**config.mk**
```make
export PLATFORM = sky130hd
export DESIGN_NAME = ifetch_unit
export DESIGN_NICKNAME = d
export VERILOG_FILES = /design/src/rtl/ifetch_unit.sv
export SDC_FILE = /design/constraint.sdc
export NUM_CORES = 1
export LEC_CHECK = 0
export ABC_AREA = 1
export BUFFER_PORTS_ARGS = -buffer_cell sky130_fd_sc_hd__buf_2
export CORE_UTILIZATION = 50
export CTS_CLUSTER_DIAMETER = 200
export CTS_CLUSTER_SIZE = 12
export DETAILED_ROUTE_END_ITERATION = 12
export GPL_ROUTABILITY_DRIVEN = 0
export PLACE_DENSITY = 0.76
export SLEW_MARGIN = 10
export SYNTH_ARGS = -nofsm -noshare
export SYNTH_HDL_FRONTEND = slang
export SYNTH_SLANG_ARGS = --single-unit
```
**constraint.sdc**
```tcl
create_clock -name clk -period 5.6 [get_ports clk]
set_clock_uncertainty 0.15 [all_clocks]
set_input_delay 0.28 -clock clk [delete_from_list [all_inputs] [get_ports clk]]
set_output_delay 0.28 -clock clk [all_outputs]
set_load 0.1 [all_outputs]
```
**src/rtl/ifetch_unit.sv**
```systemverilog
// Instruction fetch: turns the PC register into one imem request at a time, buffers the
// response in an output slot (plus a one-entry skid) and holds the PC until it is captured.
module ifetch_unit #(
  parameter logic [63:0] RESET_PC  = 64'h8000_0000,
  parameter logic [31:0] NOP_INSTR = 32'h0000_0013
) (
  input  logic        clk,
  input  logic        rst,
  input  logic [63:0] pc,
  input  logic        execute_i_need_jump,
  input  logic        regD_stall,
  output logic        imem_req_valid,
  input  logic        imem_req_ready,
  output logic [63:0] imem_req_addr,
  input  logic        imem_rsp_valid,
  input  logic [31:0] imem_rsp_data,
  output logic        fetch_o_valid,
  output logic [63:0] fetch_o_pc,
  output logic [31:0] fetch_o_instr,
  output logic [63:0] fetch_o_pre_pc,
  output logic        fetch_o_stall_req
);

  localparam logic [1:0] StIdle  = 2'd0;
  localparam logic [1:0] StWait  = 2'd1;
  localparam logic [1:0] StHold  = 2'd2;
  localparam logic [1:0] StDrain = 2'd3;

  logic [1:0]  state_q, state_d;
  logic [63:0] req_pc_q, req_pc_d;
  logic        out_valid_q, out_valid_d;
  logic [63:0] out_pc_q, out_pc_d;
  logic [31:0] out_instr_q, out_instr_d;
  logic [63:0] skid_pc_q, skid_pc_d;
  logic [31:0] skid_instr_q, skid_instr_d;

  logic out_consume;
  logic out_free;
  logic capture;

  assign out_consume = out_valid_q && !regD_stall;
  assign out_free    = !out_valid_q || out_consume;

  assign imem_req_valid = (state_q == StIdle) && !rst && !execute_i_need_jump;
  assign imem_req_addr  = pc;
  assign fetch_o_pre_pc = pc + 64'd4;

  // PC may move only when its instruction lands in OUT, or to load a jump target.
  assign fetch_o_stall_req = !(execute_i_need_jump || capture);

  assign fetch_o_valid = out_valid_q;
  assign fetch_o_pc    = out_pc_q;
  assign fetch_o_instr = out_instr_q;

  always_comb begin
    state_d      = state_q;
    req_pc_d     = req_pc_q;
    out_valid_d  = out_valid_q;
    out_pc_d     = out_pc_q;
    out_instr_d  = out_instr_q;
    skid_pc_d    = skid_pc_q;
    skid_instr_d = skid_instr_q;
    capture      = 1'b0;

    if (out_consume) begin
      out_valid_d = 1'b0;
      out_instr_d = NOP_INSTR;
    end

    case (state_q)
      StIdle: begin
        if (imem_req_valid && imem_req_ready) begin
          req_pc_d = pc;
          state_d  = StWait;
        end
      end
      StWait: begin
        if (execute_i_need_jump) begin
          state_d = imem_rsp_valid ? StIdle : StDrain;
        end else if (imem_rsp_valid) begin
          if (out_free) begin
            out_valid_d = 1'b1;
            out_pc_d    = req_pc_q;
            out_instr_d = imem_rsp_data;
            capture     = 1'b1;
            state_d     = StIdle;
          end else begin
            skid_pc_d    = req_pc_q;
            skid_instr_d = imem_rsp_data;
            state_d      = StHold;
          end
        end
      end
      StHold: begin
        if (execute_i_need_jump) begin
          state_d = StIdle;
        end else if (out_consume) begin
          out_valid_d = 1'b1;
          out_pc_d    = skid_pc_q;
          out_instr_d = skid_instr_q;
          capture     = 1'b1;
          state_d     = StIdle;
        end
      end
      StDrain: begin
        // The squashed request's response is still owed; swallow it.
        if (imem_rsp_valid) begin
          state_d = StIdle;
        end
      end
      default: state_d = StIdle;
    endcase

    if (execute_i_need_jump) begin
      out_valid_d = 1'b0;
      out_instr_d = NOP_INSTR;
    end
  end

  always_ff @(posedge clk) begin
    if (rst) begin
      state_q      <= StIdle;
      req_pc_q     <= RESET_PC;
      out_valid_q  <= 1'b0;
      out_pc_q     <= RESET_PC;
      out_instr_q  <= NOP_INSTR;
      skid_pc_q    <= RESET_PC;
      skid_instr_q <= NOP_INSTR;
    end else begin
      state_q      <= state_d;
      req_pc_q     <= req_pc_d;
      out_valid_q  <= out_valid_d;
      out_pc_q     <= out_pc_d;
      out_instr_q  <= out_instr_d;
      skid_pc_q    <= skid_pc_d;
      skid_instr_q <= skid_instr_d;
    end
  end

endmodule

```
Yosys cells after proc, flatten, opt, wreduce, memory -nomap -nowiden:

Index checks and enable logic that the tools add are counted.

* logic and storage cells: 71
* output and inout port bits: 227
* flip-flop bits (word level): 259
* input bits: 102

* muxes and demuxes: 31
* add/sub/neg operators: 1
* equal/unequal tests: 12
* bitwise gates (word level): 2
* reduce and logical (&&, ||, !) cells: 18

Operators with widths (number)
* $mux 64: 5
* $mux 32: 4
* $pmux 64 s2: 1
* $add 64x3->64 const B: 1
* $pmux 32 s2: 1
* $mux 2: 8
* $ne 2x2->1 const B: 6
* $mux 1: 9
* $pmux 2 s4: 1
* $reduce_and 4->1: 2
* $ne 3x3->1 const B: 2
* $reduce_and 6->1: 1
* $logic_not 1->1: 5
* $eq 2x2->1 const B: 2
* $logic_and 1x1->1: 4
* $pmux 1 s2: 2
* $eq 2x1->1 const B: 1
* $logic_not 2->1: 1
* $logic_or 1x1->1: 2
* $ne 2x1->1 const B: 1
* $not 1->1: 2
* $reduce_and 2->1: 1
* $reduce_bool 2->1: 1
* $reduce_or 2->1: 1

Logic depth before layout (Yosys ltp):

Gate-level depths: netlist (run 1).

* depth after elaboration: 9
* depth in mapped cells: 11
* gate-level depth less buffers: 9

Least setup slack after synthesis (run 1):

No wires, ideal clock.

* path type: register to output
* start point: register out_valid_q, in the netlist fetch_o_valid
* end point: output port fetch_o_stall_req
* data arrival time: 2.890 ns
* path buffers: 0
* slack: 2.280 ns
* stages on the path, launching flop included: 3
* cells stage by stage: dfxtp_1 -> nand2_1 -> a31oi_1

* word-level cells in the longest chain between the ends: 8
* elaborated cells between the ends (all ways): 11
* classes of those cells: mux (6); reduce/logical (5)

RTL lines
* start, declared: RTL line 31 `logic out_valid_q, out_valid_d;`
* start signal, assigned: RTL line 132 `out_valid_q <= out_valid_d;`
* $logic_not 1->1 / $logic_and 1x1->1 (equally long branches): RTL line 42, 41
* $logic_or 1x1->1: RTL line 42 `assign out_free = !out_valid_q || out_consume;`
* $mux 1: RTL line 81 `if (out_free) begin`
* $mux 1: RTL line 80 `end else if (imem_rsp_valid) begin`
* $mux 1: RTL line 78 `if (execute_i_need_jump) begin`
* $pmux 1 s2 *: RTL line 70 `case (state_q)`
* $logic_or 1x1->1 *: RTL line 49 `assign fetch_o_stall_req = !(execute_i_need_jump || capture);`
* $logic_not 1->1 *: RTL line 49
* end, declared: RTL line 21 `output logic fetch_o_stall_req`

Mark *: on every way between the ends. The rest lies on a longest branch, timed or not.

Worst setup path after layout (run 1):

* start point: register state_q[0]
* end point: output port fetch_o_stall_req

* word-level cells in the longest chain between the ends: 4
* elaborated cells between the ends (all ways): 5
* classes of those cells: eq/ne (2); mux (1); reduce/logical (2)

RTL lines
* start, declared: RTL line 29 `logic [1:0] state_q, state_d;`
* start signal, assigned: RTL line 122 `state_q <= StIdle;`
* start signal, assigned: RTL line 130 `state_q <= state_d;`
* $eq 2x2->1 / $eq 2x1->1 (equally long branches): RTL line 70
* $pmux 1 s2 *: RTL line 70
* $logic_or 1x1->1 *: RTL line 49
* $logic_not 1->1 *: RTL line 49

Marks and branches as above.

==> impl_metrics.yaml, run 1 <==
synth:
  syn_area_um2: 13100
  synth_top_family_by_area: "simple AND/OR/NAND/NOR gates"
  synth_area_leaders: "dfxtp_1 (40%), nand2_1 (14%), o21ai_0 (11%)"
  synthFlopType: "dfxtp_1"
  syn_inst: 1970
  avgSynthCellArea_um2: 6.65
  seq_area_frac_synth_pct: 39.6
  synth_fa_ha_area_share_pct: 0.573
  netlist.area_leader.share_pct: 39.6
  synthMuxAreaShare_pct: 0
  ys_warn_count: 0
  synthSimpleGateAreaFrac_pct: 26.2
  synthXorXnorAreaFrac_pct: 2.07
  ys_types: 31
  ys_ff_latch: 259
  synthesis.nets: 2078
  synth_compound_area_share_pct: 20.2
  synth_edf_count: 0
  synth_top_area_cell: "dfxtp_1"
  synthArstFlopShare_pct: 0
floorplan:
  ioPinCount: 329
  die_area_um2: 26900
  rows: 58
  start_util_pct: 51.4
  die_h_um: 164
  fp.dieW_um: 164
  core_um2: 25500
critical_path:
  path_buf_inv: 3
  crit_path_end_kind: "output port"
  start_kind: "register"
  critical_path.top_delay_family: "buffers and inverters"
  critPathMaxStageDelay_ps: 630
  reg2reg_depth: 9
  path_common_cell: "inv_1"
  regToRegSetupSlack_ps: 2420
  cp.arrival_ps: 2970
  slowest_stage: "ha_4"
  cp.required_ps: 5170
  reg2reg_to: "fetch_o_pc[8]"
  crit_fanout: 68
  path_cells: "inv_1 > ha_4 > inv_1 > o21ai_0 > a31oi_1 > buf_2"
  setup.worst_path.class: "reg -> out"
  rr_startpoint: "state_q[0]"
detailed_routing:
  wire_per_inst_um: 16.7
  vias_per_cell: 5.52
  drt_iter0_drc: 1529
  routed_wl_mm: 42.4
  drcViolationCount: 0
  drtPass1Iterations: 6
  vias: 14000
  antenna_left: 0
power:
  power.leakage_nw: 6.93
  peakVddDrop_mv: 0.366
  p_total_mw: 7.34
  p_per_area_nw_per_um2: 480
timing:
  setup-tns-final_ps: 0
  finalCritPeriodShare_pct: 60.6
  whs_ps: 2.89
  slew_headroom_pct: 26.6
  fmax_mhz: 294
  worst_pin_slew_ps: 1100
  hold_violations: 0
  rsz0062_at_grt: "no"
  min_period_ps: 3400
  setup_violations: 0
  final_max_slew_viol_count: 0
min_path:
  hold_depth: 3
  min_from: "pc[7]"
  hold_class: "in -> reg"
  holdPathEnd: "req_pc_q[7]"
finish:
  num_antenna_cells: 0
  final_util_pct: 60.1
  syn_to_final_growth_pct: 16.8
  fin_nets: 2309
  drive_gt1_share_pct: 17.6
  final_common_cell: "nand2_1"
  multi_input_area_um2: 6460
  seq_area_um2: 5180
  mostFrequentLayoutCells: "nand2_1 (484), nor2_1 (331), buf_2 (328)"
  final_cells: 2530
  n_fill_cell: 2394
global_routing:
  grt.overflow.total: 0
  first_global_vias: 12600
  grt_use_total_pct: 30.8
  grt_antenna_before_repair: 0
  grt_pass1_wl_mm: 65.8
  grt_max_degree: 139
clock_tree:
  numCtsBuffers: 25
  cts_hold_buffers: 48
  insertion_delay_ps: 510
  cts_setup_buffers: 0
  htreeDepth: 1
  root_buffer: "clkbuf_16"
  cts_buffer_depth: 3
  cts_sinks: 259
  ctsResizeCount: 0
  cts_tree: "done"
  clk_pin_slew_worst_paths_ps: 60
outcome:
  status: "completed"
placement:
  port_buffers: 328
  hpwl_mm: 29.1
  dpl.cell_count: 2456
flow_run:
  maxCapViolCount: 0
## stage by stage
step	cell area, µm²	setup WS, ps
4_1_cts	15300	2200
5_1_grt	15300	1960
3_5_place_dp	14200	2440
3_3_place_gp	14200	2550
6_report	15300	2200
2_1_floorplan	13100	2280
## cell usage after synthesis (9+ instances only)
master / instances
o211ai_1: 32
nand3_1: 23
xor2_1: 10
dfxtp_1: 259
buf_4: 77
buf_2: 38
nand4_1: 17
clkbuf_1: 56
nand2_1: 486
xnor2_1: 21
o21ai_0: 277
a21oi_1: 175
buf_6: 9
o21ai_1: 22
nor2_1: 331
inv_1: 102
## logic make-up after synthesis
group,after synthesis
compound gates,511
xor+xnor,31
fa+ha+maj,6
buf+inv,288
flops,259
simple gates,875
## worst max-delay path by stage
| stage | start | endpoint | cells past startpoint |
|---|---|---|---|
| 6_report | state_q[0] | fetch_o_stall_req | 6 |
| 5_1_grt | state_q[0] | fetch_o_stall_req | 6 |
| 4_1_cts | state_q[0] | fetch_o_stall_req | 6 |
| 3_5_place_dp | state_q[0] | fetch_o_pc[8] | 9 |
| 3_3_place_gp | state_q[0] | fetch_o_pc[20] | 9 |
| 2_1_floorplan | fetch_o_valid | fetch_o_stall_req | 2 |
## layer usage
metal,wire length [µm],part of all wire [%],vias to the layer above,track usage [%]
met1,17500,41,6369,40.6
met3,3580,8.4,121,3.86
met2,19400,46,723,50.5
met5,0,0,-,0
li1,-,-,6762,-
met4,1810,4.3,0,13.3
## where the power goes
part	internal [mW]	switching (mW)	leakage (nW)
Sequential	2.13	0.147	2.10
Clock	0.784	0.659	0.308
Combinational	0.591	3.03	4.52
Total	3.50	3.84	6.93
## worst register-to-register path, stage by stage (launching register included)
cell and delay, ps:
dfxtp_1 340, inv_1 150, ha_4 630, o21ai_0 190
a21oi_1 170, nand2_2 350, buf_4 430, inv_6 420
nor2_1 150, nor2_1 130
## cell type report
class                           count  share of cell area (%)
Timing Repair Buffer              385                    14.4
Inverter                          107                    2.67
Clock buffer                       25                    4.09
Sequential cell                   259                    33.9
Multi-Input combinational cell   1423                    42.2
Tap cell                          330                    2.70
Clock inverter                      1                  0.0491
## sequential cells by signal (all words and copies together), names as in the netlist
signal,flops
fetch_o_valid,1
skid_pc_q,64
state_q,2
fetch_o_instr,32
req_pc_q,64
skid_instr_q,32
fetch_o_pc,64
Note: power is estimated with default switching activity, not from simulation.
==> run 2: changes to the inputs <==
Clock period 5.6 ns to 3.2 ns, I/O delays scaled along.
==> run 2 against run 1 <==
  * Die area unchanged
  * Largest cell class unchanged
  * Sequential share of layout area down 1.6 points
  * Final area up 4.9%
  * Utilization increased by 2.9 points
  * Largest power group unchanged
  * Final cell count up 2.9%
==> impl_metrics.yaml, run 2 (synthesis gave the netlist of run 1 again) <==
outcome:
  status: "completed"
floorplan:
  core_um2: 25500
  start_util_pct: 51.4
  die_area_um2: 26900
  die_h_um: 164
  fp.dieW_um: 164
  rows: 58
  ioPinCount: 329
power:
  p_sw_mw: 6.76
  p_per_area_nw_per_um2: 808
  p_int_mw: 6.20
  combPwrFrac_pct: 49.7
  switching_share_pct: 52.2
  seqPwrFrac_pct: 30.8
  power.leakage_nw: 7.30
  peakVddDrop_mv: 0.525
  power.share.clock_pct: 19.5
min_path:
  min_from: "imem_req_ready"
  holdPathEnd: "req_pc_q[48]"
  hold_depth: 3
  hold_class: "in -> reg"
detailed_routing:
  drtPass1Iterations: 6
  drt_iter0_drc: 1383
  vias: 14200
  antenna_left: 0
  routed_wl_mm: 43.9
  drcViolationCount: 0
  wire_per_inst_um: 16.9
  vias_per_cell: 5.47
timing:
  min_period_ps: 3100
  fmax_mhz: 322
  worst_pin_slew_ps: 1130
  final_max_slew_viol_count: 0
  hold_violations: 0
  setup-tns-final_ps: 0
  rsz0062_at_grt: "no"
  setup_violations: 0
  finalCritPeriodShare_pct: 97.0
  slew_headroom_pct: 24.2
clock_tree:
  insertion_delay_ps: 520
  htreeDepth: 1
  cts_sinks: 259
  clk_pin_slew_worst_paths_ps: 60
  numCtsBuffers: 25
  cts_buffer_depth: 3
  cts_tree: "done"
  root_buffer: "clkbuf_16"
critical_path:
  crit_fanout: 7
  path_cells: "dlygate4sd3_1 > buf_2 > ha_1 > nand3_2 > nor2_4 > inv_1 > nor2_4 > nand2_1 > xnor2_1 > buf_2"
  slowest_stage: "dlygate4sd3_1"
  start_kind: "input pin"
  regToRegSetupSlack_ps: 350
  setup.worst_path.class: "in -> out"
  critPathMaxStageDelay_ps: 530
  reg2reg_to: "skid_instr_q[14]"
  cp.arrival_ps: 2790
  crit_path_end_kind: "output port"
  reg2reg_depth: 9
  rr_startpoint: "state_q[1]"
  cp.required_ps: 2890
finish:
  syn_to_final_growth_pct: 22.5
  n_fill_cell: 2309
  final_util_pct: 63.0
  final_common_cell: "nand2_1"
  fin_nets: 2381
  mostFrequentLayoutCells: "nand2_1 (484), nor2_1 (331), buf_2 (328)"
  seq_area_um2: 5180
  drive_gt1_share_pct: 17.3
  multi_input_area_um2: 6470
global_routing:
  first_global_vias: 13200
  grt_antenna_before_repair: 0
  grt_use_total_pct: 32.1
  grt_max_degree: 156
  grt.overflow.total: 0
  grt_pass1_wl_mm: 68.4
placement:
  port_buffers: 328
  hpwl_mm: 29.4
flow_run:
  maxCapViolCount: 0
==> run 2: area by class of cell <==
type | instances | share of cell area [%]
Multi-Input combinational cell | 1423 | 40.3
Sequential cell | 259 | 32.3
Timing Repair Buffer | 457 | 18.3
Clock buffer | 25 | 3.90
Tap cell | 330 | 2.57
Inverter | 107 | 2.55
Clock inverter | 1 | 0.0468
Antenna cell | 1 | 0.0156
==> run 2: critical path: cells and delay by family <==
family                   cells  cell delay (ps)
XOR/XNOR                     1              280
adder cells (fa/ha/maj)      1              330
buffers and inverters        4             1360
AND/OR/NAND/NOR              4              660
==> run 2: power groups by stage <==
stage / registers (mW) / clock network (mW) / logic, mW
3_5_place_dp: 4.06 / 0 / 6.29
5_1_grt: 4.04 / 2.70 / 6.81
6_report: 3.99 / 2.53 / 6.44
2_1_floorplan: 6.89 / 0 / 2.45
3_3_place_gp: 4.04 / 0 / 6.22
4_1_cts: 3.99 / 2.57 / 6.41
==> run 2: repair_timing <==
item / 4_1_cts / 5_1_grt
endpoints found under the hold margin: 128 / 0
resized for setup: 0 / 1
endpoints found under the setup margin: 0 / 8
buffers inserted: 0 / 0
hold buffers: 116 / 0
==> run 2: metrics by stage <==
| stage | area [µm²] | setup WS [ps] | hold slack, ps | std cells | power (mW) |
|---|---|---|---|---|---|
| after floorplan | 13100 | 312 | 123 | 1970 | 9.34 |
| after global placement | 14200 | 710 | 257 | 2460 | 10.3 |
| after detailed placement | 14200 | 669 | 266 | 2460 | 10.4 |
| after CTS | 16000 | 172 | 0.377 | 2602 | 13.0 |
| after global routing | 16000 | 73.8 | 37.9 | 2602 | 13.6 |
| final | 16000 | 96.5 | 13.0 | 2603 | 13.0 |
==> run 2: how the worst max path moves through the flow <==
stage | from | to | slack, ps | cells past startpoint
final | pc[2] | fetch_o_pre_pc[32] | 100 | 10
after global routing | pc[2] | fetch_o_pre_pc[32] | 70 | 10
after CTS | state_q[1] | skid_instr_q[14] | 170 | 9
after detailed placement | state_q[1] | skid_pc_q[5] | 670 | 7
after global placement | pc[2] | fetch_o_pre_pc[32] | 710 | 9
after floorplan | pc[2] | fetch_o_pre_pc[34] | 310 | 7
==> run 2: routing by layer <==
layer | routed length [µm] | global-route usage (%)
met2 | 19900 | 51.8
met3 | 3810 | 4.85
met1 | 17900 | 41.7
met4 | 2280 | 16.3
met5 | 0 | 0
==> run 3: changes to the inputs <==
Settings changed: CORE_UTILIZATION 50 to 54, PLACE_DENSITY 0.76 to 0.81, SETUP_SLACK_MARGIN set to 0.15.
==> run 3 against run 2 <==
  * Register-to-register slack gained 150 ps
  * Sequential share of layout area grew 0.30 points
  * Combinational power grew 0.6%
  * Total power rose by 0.64%
  * Sequential power is essentially flat
  * Maximum frequency increased by 6.1%
  * Hold slack better by 21 ps
  * Final cell count decreased by 0.92%
  * Critical path type unchanged
==> impl_metrics.yaml, run 3 (synthesis gave the netlist of run 1 again) <==
flow_run:
  maxCapViolCount: 0
floorplan:
  die_area_um2: 24900
  start_util_pct: 55.5
  ioPinCount: 329
  core_um2: 23600
  rows: 56
  fp.dieW_um: 158
  die_h_um: 158
clock_tree:
  insertion_delay_ps: 530
  clk_pin_slew_worst_paths_ps: 60
  cts_sinks: 259
  numCtsBuffers: 25
  root_buffer: "clkbuf_16"
  cts_tree: "done"
  htreeDepth: 1
  cts_buffer_depth: 3
critical_path:
  cp.arrival_ps: 2620
  crit_fanout: 5
  setup.worst_path.class: "in -> out"
  path_common_cell: "nand2_1"
  slowest_stage: "dlygate4sd3_1"
  cp.required_ps: 2890
  regToRegSetupSlack_ps: 500
  critPathMaxStageDelay_ps: 530
  start_kind: "input pin"
  path_cells: "dlygate4sd3_1 > buf_2 > nand2_1 > nor2_1 > nand2_1 > nor2_1 > nand2_1 > xnor2_1 > buf_2"
  crit_path_end_kind: "output port"
finish:
  fin_nets: 2367
  final_cells: 2579
  drive_gt1_share_pct: 17.7
  final_util_pct: 67.3
  final_common_cell: "nand2_1"
  syn_to_final_growth_pct: 21.4
  mostFrequentLayoutCells: "nand2_1 (484), nor2_1 (331), buf_2 (327)"
global_routing:
  grt_pass1_wl_mm: 68.3
  grt_use_total_pct: 34.6
  first_global_vias: 13300
  grt_max_degree: 136
  grt_antenna_before_repair: 0
  grt.overflow.total: 0
detailed_routing:
  drt_iter0_drc: 1576
  vias_per_cell: 5.62
  antenna_left: 0
  vias: 14500
  routed_wl_mm: 44.1
  drtPass1Iterations: 6
  wire_per_inst_um: 17.1
  drcViolationCount: 0
timing:
  fmax_mhz: 342
  final_max_slew_viol_count: 0
  worst_pin_slew_ps: 1100
  min_period_ps: 2930
  setup_violations: 0
  hold_violations: 0
  setup-tns-final_ps: 0
  rsz0062_at_grt: "no"
  slew_headroom_pct: 26.7
  finalCritPeriodShare_pct: 91.4
min_path:
  hold_class: "in -> reg"
placement:
  port_buffers: 328
  dpl.cell_count: 2455
  hpwl_mm: 29.5
outcome:
  status: "completed"
power:
  peakVddDrop_mv: 0.601
  p_per_area_nw_per_um2: 820
  power.leakage_nw: 7.20
-- run 3: cell count changes in the layout (fill, tap and decap cells not counted) --
cell           delta
inv_6             +1
ha_2              -1
ha_1              +1
buf_4             +5
buf_12            +1
clkbuf_4          +1
dlygate4sd3_1    -20
buf_2             -1
-- run 3: layer usage --
metal	part of all wire, %	track usage, %	up-vias
met4	5.7	19.3	0
met1	38	43.4	6526
met3	9.8	4.79	182
li1	-	-	6904
met2	46	57.0	883
met5	0	0	-
-- run 3: cell type report --
cell class | count | area [µm²]
inverters | 107 | 409
diodes | 1 | 2.50
fillers | 2089 | 7710
multi-input cells | 1423 | 6470
repair buffers | 443 | 2800
flip-flops and latches | 259 | 5180
clock buffers | 25 | 626
clock inverters | 2 | 16.3
well taps | 319 | 399
-- run 3: worst max-delay path: cells and delay by family --
kind | cells | cell delay, ps
and+or+nand+nor | 5 | 830
xor gates and xnor gates | 1 | 360
buffers and inverters | 3 | 1260
-- run 3: path summary, 6_finish.rpt --
path	cells past startpoint	endpoint	startpoint
setup / recovery	9	fetch_o_pre_pc[27]	pc[18]
hold / removal	3	req_pc_q[2]	pc[2]
setup reg to reg	8	skid_pc_q[8]	state_q[1]
hold reg to reg	2	skid_pc_q[37]	req_pc_q[37]
-- run 3: report_power, final --
group	switching, mW	leakage (nW)	internal, mW
logic	5.37	4.78	1.11
clock network	1.20	0.313	1.38
registers	0.267	2.10	3.73
total	6.84	7.20	6.21
-- run 3: through the flow --
stage	total power [mW]	cell area, µm²	setup WS (ps)	hold slack, ps
6_report	13.0	15900	275	34.0
4_1_cts	13.0	15900	240	2.87
3_3_place_gp	10.2	14300	697	258
3_5_place_dp	10.3	14300	643	265
5_1_grt	13.6	15900	178	38.6
2_1_floorplan	9.34	13100	312	123
-- run 3: timing repair --
item	4_1_cts	5_1_grt
resized for setup	0	1
setup endpoints to repair	0	1
hold buffers	96	0
setup buffers	0	0
endpoints found under the hold margin	128	0
